===== config.mk =====
export PLATFORM = sky130hd
export DESIGN_NAME = uart_tx_fifo_flat
export DESIGN_NICKNAME = d
export VERILOG_FILES = /design/src/rtl/uart_pkg.sv /design/src/rtl/uart_tx_fifo_if.sv /design/src/rtl/uart_tx_fifo_mem.sv /design/src/rtl/uart_tx_fifo.sv /design/src/flat_wrapper.sv
export SDC_FILE = /design/constraint.sdc
export NUM_CORES = 1
export LEC_CHECK = 0
export ABC_AREA = 0
export CORE_MARGIN = 2
export CORE_UTILIZATION = 35
export DETAILED_ROUTE_END_ITERATION = 7
export PLACE_DENSITY_LB_ADDON = 0.08
export SETUP_SLACK_MARGIN = 0.5
export SYNTH_ARGS = -nofsm -noshare
export SYNTH_HDL_FRONTEND = slang
export SYNTH_SLANG_ARGS = --single-unit
export TNS_END_PERCENT = 5

===== constraint.sdc =====
create_clock -name clk -period 2.3 [get_ports clk]
set_clock_uncertainty 0.05 [all_clocks]
set_input_delay 0.23 -clock clk [delete_from_list [all_inputs] [get_ports clk]]
set_output_delay 0.23 -clock clk [all_outputs]
set_load 0.05 [all_outputs]

===== src/rtl/uart_pkg.sv =====
// Shared UART definitions: default word width, default bit timing and the word type.
package uart_pkg;

    localparam int DATA_BITS      = 8;
    localparam int CLOCKS_PER_BIT = 868;

    typedef logic [DATA_BITS-1:0] uart_word_t;

endpackage : uart_pkg


===== src/rtl/uart_tx_fifo_if.sv =====
// Producer-to-FIFO and FIFO-to-transmitter handshake bundle.
interface uart_tx_fifo_if #(
    parameter int DATA_BITS = uart_pkg::DATA_BITS
);

    logic [DATA_BITS-1:0] in_data;
    logic                 in_valid;
    logic                 in_ready;
    logic [DATA_BITS-1:0] tx_data;
    logic                 tx_send;
    logic                 tx_busy;

    // master is the environment (producer plus transmitter), slave is the FIFO
    modport master (
        output in_data,
        output in_valid,
        input  in_ready,
        input  tx_data,
        input  tx_send,
        output tx_busy
    );

    modport slave (
        input  in_data,
        input  in_valid,
        output in_ready,
        output tx_data,
        output tx_send,
        input  tx_busy
    );

endinterface : uart_tx_fifo_if


===== src/rtl/uart_tx_fifo_mem.sv =====
// FIFO storage: register array with a synchronous write port and an asynchronous read port.
module fifo_mem #(
    parameter int DATA_BITS = 8,
    parameter int DEPTH     = 16,
    localparam int AW       = $clog2(DEPTH)
) (
    input  logic                 clk,
    input  logic                 we,
    input  logic [AW-1:0]        waddr,
    input  logic [DATA_BITS-1:0] wdata,
    input  logic [AW-1:0]        raddr,
    output logic [DATA_BITS-1:0] rdata
);

    logic [DATA_BITS-1:0] mem_q [DEPTH];

    // Storage write; contents are intentionally not reset
    always_ff @(posedge clk) begin
        if (we) begin
            mem_q[waddr] <= wdata;
        end
    end

    assign rdata = mem_q[raddr];

endmodule : fifo_mem


===== src/rtl/uart_tx_fifo.sv =====
// Transmit-side word FIFO feeding the UART transmitter's send/data/busy load interface.
import uart_pkg::*;

module uart_tx_fifo #(
    parameter int DATA_BITS = uart_pkg::DATA_BITS,
    parameter int DEPTH     = 16,
    localparam int AW       = $clog2(DEPTH),
    localparam int CW       = AW + 1
) (
    input  logic                 clk,
    input  logic                 rst,
    uart_tx_fifo_if.slave        bus,
    input  logic                 flush,
    output logic [CW-1:0]        count,
    output logic                 empty,
    output logic                 full
);

    logic [AW-1:0]        wr_ptr_q, wr_ptr_d;
    logic [AW-1:0]        rd_ptr_q, rd_ptr_d;
    logic [CW-1:0]        count_q,  count_d;
    logic                 empty_q,  empty_d;
    logic                 full_q,   full_d;
    logic                 push_s;
    logic                 pop_s;
    logic                 wr_en_s;
    logic [DATA_BITS-1:0] rd_data_s;

    // Handshake qualifiers depend only on registered flags, so in_ready never sees a same-cycle pop
    assign push_s  = bus.in_valid && !full_q;
    assign pop_s   = !empty_q && !bus.tx_busy;
    assign wr_en_s = push_s && !flush;

    // Next-state for pointers, occupancy and flags; flush wins over push and pop
    always_comb begin
        wr_ptr_d = wr_ptr_q;
        rd_ptr_d = rd_ptr_q;
        count_d  = count_q;
        if (flush) begin
            wr_ptr_d = {AW{1'b0}};
            rd_ptr_d = {AW{1'b0}};
            count_d  = {CW{1'b0}};
        end else begin
            if (push_s) begin
                wr_ptr_d = wr_ptr_q + AW'(1);
            end else begin
                wr_ptr_d = wr_ptr_q;
            end
            if (pop_s) begin
                rd_ptr_d = rd_ptr_q + AW'(1);
            end else begin
                rd_ptr_d = rd_ptr_q;
            end
            case ({push_s, pop_s})
                2'b10:   count_d = count_q + CW'(1);
                2'b01:   count_d = count_q - CW'(1);
                default: count_d = count_q;
            endcase
        end
        empty_d = (count_d == {CW{1'b0}});
        full_d  = (count_d == CW'(DEPTH));
    end

    // State registers with asynchronous reset
    always_ff @(posedge clk or posedge rst) begin
        if (rst) begin
            wr_ptr_q <= {AW{1'b0}};
            rd_ptr_q <= {AW{1'b0}};
            count_q  <= {CW{1'b0}};
            empty_q  <= 1'b1;
            full_q   <= 1'b0;
        end else begin
            wr_ptr_q <= wr_ptr_d;
            rd_ptr_q <= rd_ptr_d;
            count_q  <= count_d;
            empty_q  <= empty_d;
            full_q   <= full_d;
        end
    end

    fifo_mem #(
        .DATA_BITS (DATA_BITS),
        .DEPTH     (DEPTH)
    ) u_mem (
        .clk   (clk),
        .we    (wr_en_s),
        .waddr (wr_ptr_q),
        .wdata (bus.in_data),
        .raddr (rd_ptr_q),
        .rdata (rd_data_s)
    );

    assign bus.in_ready = !full_q;
    assign bus.tx_send  = !empty_q;
    assign bus.tx_data  = rd_data_s;
    assign count        = count_q;
    assign empty        = empty_q;
    assign full         = full_q;

endmodule : uart_tx_fifo


===== src/flat_wrapper.sv =====
// flat-port wrapper written by rule: the top's interface ports become plain ports
module uart_tx_fifo_flat 
#(
    parameter int DATA_BITS = uart_pkg::DATA_BITS,
    parameter int DEPTH     = 16,
    localparam int AW       = $clog2(DEPTH),
    localparam int CW       = AW + 1
)
  (clk, rst, flush, count, empty, full, bus_in_data, bus_in_valid, bus_in_ready, bus_tx_data, bus_tx_send, bus_tx_busy);
  uart_tx_fifo_if #(.DATA_BITS(DATA_BITS)) bus_i ();
  input  logic clk;
  input  logic rst;
  input  logic flush;
  output logic [CW-1:0] count;
  output logic empty;
  output logic full;
  input wire logic [$bits(bus_i.in_data)-1:0] bus_in_data;
  input wire logic [$bits(bus_i.in_valid)-1:0] bus_in_valid;
  output wire logic [$bits(bus_i.in_ready)-1:0] bus_in_ready;
  output wire logic [$bits(bus_i.tx_data)-1:0] bus_tx_data;
  output wire logic [$bits(bus_i.tx_send)-1:0] bus_tx_send;
  input wire logic [$bits(bus_i.tx_busy)-1:0] bus_tx_busy;
  assign bus_i.in_data = bus_in_data;
  assign bus_i.in_valid = bus_in_valid;
  assign bus_in_ready = bus_i.in_ready;
  assign bus_tx_data = bus_i.tx_data;
  assign bus_tx_send = bus_i.tx_send;
  assign bus_i.tx_busy = bus_tx_busy;
  uart_tx_fifo #(.DATA_BITS(DATA_BITS), .DEPTH(DEPTH)) u_core (.clk(clk), .rst(rst), .bus(bus_i), .flush(flush), .count(count), .empty(empty), .full(full));
endmodule

==> results of run 1 <==
## power groups by stage
stage | sequential, mW | clock [mW] | combinational, mW
after floorplan | 3.11 | 0 | 0.781
after global placement | 3.01 | 0 | 1.35
after detailed placement | 3.01 | 0 | 1.35
after CTS | 2.96 | 2.64 | 1.40
after global routing | 2.97 | 2.77 | 1.48
final | 2.96 | 2.58 | 1.39
## synthesized netlist by cell type, types with 4 or more instances
master / number / area share
buf_4: 4 / 0.0052
mux2i_1: 4 / 0.0069
nor3_1: 5 / 0.0043
clkbuf_1: 9 / 0.0058
nor2_1: 25 / 0.016
ha_1: 7 / 0.015
mux4_2: 40 / 0.16
edfxtp_1: 128 / 0.66
a21oi_1: 4 / 0.0035
inv_1: 5 / 0.0032
xor2_1: 6 / 0.0091
nand2_1: 10 / 0.0065
dfrtp_1: 14 / 0.060
## worst max-delay path: stages, from the launching register on
cell,delay [ns]
dfrtp_2,0.41
buf_12,0.20
mux4_2,0.55
mux4_2,0.52
buf_6,0.18
## area by class of cell
type	count	area, um^2	share of cell area
Multi-Input combinational cell	129	1720	0.226
Tap cell	220	275	0.0363
Clock inverter	14	124	0.0163
Timing Repair Buffer	76	793	0.105
Clock buffer	18	429	0.0566
Inverter	6	22.5	0.00297
Sequential cell	143	4220	0.557
## stage by stage
step / area (um^2) / TNS (ns)
CTS: 7520 / -2.19
floorplan: 5830 / -0.322
finish: 7580 / -1.83
detailed placement: 6690 / -1.56
global route: 7580 / -2.60
global placement: 6690 / -1.11
## sequential cells by signal, indices dropped and copies added, names as in the netlist
signal	flops
u_core.empty	1
u_core.full	1
u_core.wr_ptr_q	4
u_core.count	5
u_core.u_mem.mem_q	128
u_core.rd_ptr_q	4
## worst paths after layout
kind / depth (start not counted) / end / slack (ns) / start
max in group asynchronous: 2 / u_core.rd_ptr_q[0] / 1.63 / rst
worst min-delay path: 2 / u_core.count[2] / 0.13 / rst
worst max register to register: 9 / u_core.empty / 0.04 / u_core.full
worst min register to register: 2 / u_core.wr_ptr_q[1] / 0.55 / u_core.wr_ptr_q[1]
min in group clk: 2 / u_core.wr_ptr_q[1] / 0.55 / u_core.wr_ptr_q[1]
worst max-delay path: 4 / bus_tx_data[1] / -0.25 / u_core.rd_ptr_q[0]
## timing repair
action	CTS	global route
resized for setup	89	17
hold buffers	0	0
endpoints found under the setup margin	150	143
setup buffers	1	0
pin swaps	22	26
## logic make-up (layout without fill, tap and decap cells)
logic type      after synthesis  after routing
mux                          45             45
simple gates                 59             59
buf+inv                      21            114
xor+xnor                      8              8
compound gates               10             10
fa+ha+maj                     7              7
flops                       143            143
## cell usage in the layout, fill, tap and decap left out, types with 3 or more instances in the layout
master	Yosys	routed
a21oi_1	4	3
a21oi_4	0	3
buf_12	0	4
buf_4	4	14
buf_6	1	37
clkbuf_16	0	17
clkdlybuf4s50_1	0	12
clkinv_1	0	7
dfrtp_1	14	12
dlygate4sd2_1	0	4
edfxtp_1	128	128
ha_1	7	5
inv_1	5	5
mux2i_1	4	4
mux4_2	40	40
nand2_1	10	6
nand2_4	0	4
nor2_1	25	12
nor2_4	0	13
nor3_4	1	5
xor2_1	6	6
## metal layers
layer  global-route usage  wire [um]  vias to the layer above
met5                    0         27                        -
met1                0.209       5670                     1536
met3               0.0521        446                        9
li1                     -          -                     1346
met2                0.236       6240                       47
met4               0.0448         70                        4
==> results.toml, run 1 <==
[outcome]
status = "complete, but fails checks"
violations = "negative setup slack"

[flow_run]
maxCapViolCount = 0

[critical_path]
cp-start-kind = "register"
crit_path_max_fanout = 17
endpoint_kind = "primary output"
worstPathArrival_ns = 2.27
path_class = "reg2out"
cp_data_required_time_ns = 2.02

[power]
p_clk_frac = 0.372
p_int_mw = 5.10
powerDensity_nw_per_um2 = 912
power.total_mw = 6.92
power_frac_seq = 0.427
swShare = 0.264
leakage_nw = 2.53
p_switching_mw = 1.82
pwr-share-comb = 0.200
peakVddDrop_mv = 0.648

[route]
routed_wl_mm = 12.5
drt_iter0_markers = 138
drt_first_pass_iters = 4
viasPerCell = 4.85
vias = 2942
wl_per_cell_um = 20.5
drcViolationCount = 0
ant_nets = 0

[timing]
worstMarginPinSlew_ns = 0.605
holdWs_ns = 0.134
max_freq_ghz = 0.392
slew_headroom = 0.596
hold_violations = 0
setup_ws_ns = -0.250
rsz0062_at_grt = "true"
report.final.slew_viol_count = 0
setup_viol = 8
min_period_ns = 2.55
finalCritPeriodShare = 1.11

[synth]
synthesis.nets = 313
yosys.area_share.simple = 0.0526
synthArstFlopShare = 0.105
synth-compound-area-share = 0.0108
avgSynthCellArea_um2 = 19.8
synthAdderAreaFrac = 0.0151
ys.flop_type = "edfxtp_1"
yosys_warnings = 0
synth-seq-area-share = 0.728
syn_inst = 293
synth_top_family_by_area = "multiplexers"
synth_cell_type_count = 35
synth_mux_area_frac = 0.164
synth_xor_area_frac = 0.0121
synth_area_um2 = 5800
synth_edf_count = 128
synth-seq-cells = 143

[global_route]
overflow = 0
grtUsageTotal = 0.154
grt_pass1_wl_mm = 19.3
first_global_vias = 3142
grt_antenna_before_repair = 2
grt_max_degree = 36

[floorplanning]
die_height_um = 133
rows = 47
die_width_um = 133
core_area_um2 = 16400
die-area_um2 = 17600
pin_count = 30
initial_core_util = 0.354

[cts]
numClockSinks = 143
htree_levels = 4
clock_tree.buffer_depth = 2
cts_tree = "yes"
root_buffer = "clkbuf_16"
cts-buffers-inserted = 17
clk_latency_ns = 0.41
clk_pin_slew_ns = 0.06

[placement]
hpwl_mm = 8.29
dp_slack_ns = -0.472
gp_congestion = 0.763
io_buffers = 29
dp.cells = 573

[cells_and_area]
diodes = 0
nFillCells = 1422
final_layout_size_suffix_gt1_frac = 0.422
synthToLayoutAreaGrowth_pct = 30.8
final_util = 0.462
final_nets = 393
finalNonFillerCells = 606

[min_path]
hold_class = "in2async"
No activity file was read; power rests on OpenSTA's default activity.
==> run 2, diff against run 1 <==
Settings changed: SKIP_LAST_GASP set to 1.
Clock period 2.3 ns to 2.2 ns, I/O delays scaled along.
==> results.toml, run 2 (synthesis gave the netlist of run 1 again) <==
[floorplanning]
rows = 47
pin_count = 30
die-area_um2 = 17600
core_area_um2 = 16400
initial_core_util = 0.354
die_height_um = 133
die_width_um = 133

[timing]
finalCritPeriodShare = 1.18
rsz0062_at_grt = "true"
min_period_ns = 2.60
slew_headroom = 0.579
worstMarginPinSlew_ns = 0.631
max_freq_ghz = 0.385
hold_violations = 0
setup_viol = 11
holdWs_ns = 0.131
report.final.slew_viol_count = 0
setup_ws_ns = -0.400

[global_route]
first_global_vias = 3061
grt_pass1_wl_mm = 19.5
grt_max_degree = 21
overflow = 0
grt_antenna_before_repair = 1
grtUsageTotal = 0.158

[critical_path]
crit_path_max_fanout = 13
startpoint = "u_core.rd_ptr_q[0]"
worstPathArrival_ns = 2.33
path_class = "reg2out"
reg2reg_from = "u_core.full"
endpoint = "bus_tx_data[4]"
reg2reg_depth = 9
cp_data_required_time_ns = 1.93
endpoint_kind = "primary output"
reg2reg_to = "u_core.empty"
cp-start-kind = "register"
rrSetupSlack_ns = -0.15

[route]
ant_nets = 0
drt_first_pass_iters = 4
viasPerCell = 4.83
drt_iter0_markers = 200
drcViolationCount = 0
wl_per_cell_um = 21.3
routed_wl_mm = 12.9
vias = 2934

[cts]
cts-buffers-inserted = 17
htree_levels = 4
clk_latency_ns = 0.42
root_buffer = "clkbuf_16"
cts_tree = "yes"
numClockSinks = 143
clock_tree.buffer_depth = 2
clk_pin_slew_ns = 0.05

[outcome]
violations = "negative setup slack"
status = "complete, but fails checks"

[cells_and_area]
final_layout_size_suffix_gt1_frac = 0.366
regMostFlops = "u_core.u_mem.mem_q"
synthToLayoutAreaGrowth_pct = 24.9
largest_reg_flops = 128
fin_area_um2 = 7250
layout.cells.most_common = "edfxtp_1"
finalNonFillerCells = 608
final_cell_mix = "128 x edfxtp_1, 52 x buf_4, 40 x mux4_2"
final_nets = 395
diodes = 0

[placement]
hpwl_mm = 8.68
gp_congestion = 0.762
dp.cells = 575
io_buffers = 29
placed_area_um2 = 6730

[power]
p_clk_frac = 0.352
leakage_nw = 2.43
peakVddDrop_mv = 0.540
power_frac_seq = 0.443
pwr-share-comb = 0.205
p_int_mw = 5.11
swShare = 0.270
p_switching_mw = 1.89
powerDensity_nw_per_um2 = 966

[flow_run]
maxCapViolCount = 0

[min_path]
hold_class = "in2async"
run 2: cell types whose count changed in the layout (fill, tap and decap cells not counted), sizes merged:
| cell | before | now |
|---|---|---|
| clkdlybuf4s50 | 12 | 21 |
| clkdlybuf4s15 | 2 | 0 |
| dlygate4sd2 | 4 | 0 |
| clkinv | 9 | 13 |
| bufinv | 2 | 0 |
| clkbuf | 19 | 17 |
| inv | 7 | 6 |
run 2: worst min-delay path by stage:
stage / start / to / slack, ns / depth (start not counted)
6_report: rst / u_core.wr_ptr_q[0] / 0.13 / 2
5_1_grt: rst / u_core.count[1] / 0.17 / 2
4_1_cts: rst / u_core.count[4] / 0.14 / 2
3_5_place_dp: u_core.wr_ptr_q[1] / u_core.wr_ptr_q[1] / 0.54 / 2
3_3_place_gp: u_core.wr_ptr_q[1] / u_core.wr_ptr_q[1] / 0.54 / 2
2_1_floorplan: rst / u_core.count[0] / 0.07 / 1
run 2: layout make-up:
| type | count | area, um^2 |
|---|---|---|
| clock buffer | 17 | 425 |
| clock inverter | 15 | 80.1 |
| fill | 1423 | 9160 |
| inverter | 6 | 22.5 |
| multi-input combinational | 129 | 1520 |
| sequential | 143 | 4220 |
| tap | 220 | 275 |
| timing repair buffer | 78 | 701 |
run 2: power by group through the flow:
stage	combinational, mW	sequential [mW]	clock (mW)
2_1_floorplan	0.817	3.25	0
3_3_place_gp	1.45	3.15	0
3_5_place_dp	1.45	3.15	0
4_1_cts	1.46	3.10	2.52
5_1_grt	1.55	3.11	2.66
6_report	1.44	3.10	2.46
run 2: per-stage QoR:
stage	util	worst slack, ns	TNS (ns)	power [mW]
3_5_place_dp	0.410	-0.523	-4.15	4.61
5_1_grt	0.442	-0.475	-4.45	7.31
6_report	0.442	-0.400	-3.24	7.00
2_1_floorplan	-	-0.269	-0.703	4.07
4_1_cts	0.441	-0.432	-3.61	7.08
3_3_place_gp	0.410	-0.445	-3.68	4.60
run 2: what timing repair did:
action / in CTS / in global routing
resized for setup: 0 / 1
hold endpoints to repair: 0 / 0
cloned: 0 / 0
hold buffers: 0 / 0
setup endpoints to repair: 150 / 152
setup buffers: 1 / 0
run 2: critical path, cell delays in order (launching register included):
cell and delay (ns):
dfrtp_2 0.45, buf_12 0.19, mux4_2 0.55, mux4_2 0.50
buf_4 0.21
run 2: layer usage:
| metal | up-vias | part of all wire | global-route usage |
|---|---|---|---|
| li1 | 1345 | - | - |
| met1 | 1535 | 0.47 | 0.215 |
| met2 | 39 | 0.48 | 0.243 |
| met3 | 13 | 0.035 | 0.0471 |
| met4 | 2 | 0.0095 | 0.0538 |
| met5 | - | 0.00070 | 0 |
==> run 3, diff against run 2 <==
Settings changed: CORE_UTILIZATION 35 to 54, CTS_CLUSTER_DIAMETER set to 40.
==> results.toml, run 3 (synthesis gave the netlist of run 1 again) <==
[floorplanning]
core_area_um2 = 10400
die-area_um2 = 11600
die_width_um = 108
initial_core_util = 0.559
die_height_um = 108
pin_count = 30
rows = 37

[flow_run]
maxCapViolCount = 0

[critical_path]
cp_data_required_time_ns = 1.93
endpoint_kind = "primary output"
path_class = "reg2out"
rrSetupSlack_ns = -0.16
worstPathArrival_ns = 2.38
cp-start-kind = "register"
crit_path_max_fanout = 8

[timing]
setup_ws_ns = -0.448
finalCritPeriodShare = 1.20
holdWs_ns = 0.0395
report.final.slew_viol_count = 0
setup_viol = 12
worstMarginPinSlew_ns = 0.627
rsz0062_at_grt = "true"
slew_headroom = 0.581
setup_tns_ns = -3.82
min_period_ns = 2.65
hold_violations = 0
max_freq_ghz = 0.378

[cells_and_area]
synthToLayoutAreaGrowth_pct = 25.2
seq_area_um2 = 4220
nFillCells = 683
final_util = 0.700
finalNonFillerCells = 522
diodes = 0
final_nets = 393
layout.cells.most_common = "edfxtp_1"
regMostFlops = "u_core.u_mem.mem_q"
largest_reg_flops = 128
final_layout_size_suffix_gt1_frac = 0.373
final_cell_mix = "128 x edfxtp_1, 40 x mux4_2, 40 x buf_4"
multiInputGateArea_um2 = 1510
fin_area_um2 = 7260

[route]
wl_per_cell_um = 21.0
drcViolationCount = 0
routed_wl_mm = 11.0
viasPerCell = 5.58
drt_iter0_markers = 197
ant_nets = 0
vias = 2914
drt_first_pass_iters = 4

[placement]
dp_slack_ns = -0.467
io_buffers = 29
gp_congestion = 0.800
dp.cells = 487
placed_area_um2 = 6570
hpwl_mm = 7.34

[power]
powerDensity_nw_per_um2 = 1020
leakage_nw = 2.47
p_switching_mw = 1.99
pwr-share-comb = 0.204
p_clk_frac = 0.379
power_frac_seq = 0.417
peakVddDrop_mv = 0.540
swShare = 0.269
p_int_mw = 5.42
power.total_mw = 7.40

[min_path]
hold_class = "in2async"

[outcome]
violations = "negative setup slack"
status = "complete, but fails checks"

[global_route]
first_global_vias = 3080
grtUsageTotal = 0.217
overflow = 0
grt_pass1_wl_mm = 17.6
grt_max_degree = 36
grt_antenna_before_repair = 0

[cts]
numClockSinks = 143
htree_levels = 4
cts-buffers-inserted = 17
clk_pin_slew_ns = 0.06
cts_tree = "yes"
clock_tree.buffer_depth = 2
root_buffer = "clkbuf_8"
clk_latency_ns = 0.51
cts_hold_buf = 0
-- run 3: final timing paths --
check / depth (start not counted) / to / from
worst max-delay path: 5 / bus_tx_data[2] / u_core.rd_ptr_q[0]
worst min-delay path: 2 / u_core.rd_ptr_q[2] / rst
worst max register to register: 9 / u_core.empty / u_core.full
worst min register to register: 2 / u_core.rd_ptr_q[2] / u_core.rd_ptr_q[2]
max in group asynchronous: 2 / u_core.rd_ptr_q[0] / rst
min in group clk: 3 / u_core.wr_ptr_q[2] / flush
-- run 3: power by group through the flow --
stage	registers (mW)	clock network (mW)	logic [mW]
CTS	3.09	2.84	1.53
global placement	3.15	0	1.38
finish	3.09	2.81	1.51
detailed placement	3.15	0	1.40
global route	3.09	2.97	1.61
floorplan	3.25	0	0.817
-- run 3: metal layers --
layer,share of wire,track usage
met5,0,0
met2,0.50,0.333
met3,0.059,0.0593
met4,0.0078,0.0623
met1,0.43,0.310
-- run 3: layout make-up --
cell class	instances	share of cell area
inverters	6	0.00310
clock inverters	15	0.0245
repair buffers	76	0.102
well taps	136	0.0234
flip-flops and latches	143	0.581
clock buffers	17	0.0570
multi-input cells	129	0.208
-- run 3: what timing repair did --
| item | in CTS | in global routing |
|---|---|---|
| setup buffers | 2 | 0 |
| setup endpoints to repair | 150 | 152 |
| gates cloned | 1 | 0 |
| gates resized for setup | 14 | 0 |
-- run 3: worst max-delay path: stages (launching register included) --
cell and delay, ns:
dfrtp_2 0.38, buf_12 0.12, buf_12 0.13, mux4_2 0.56
mux4_2 0.49, buf_6 0.17
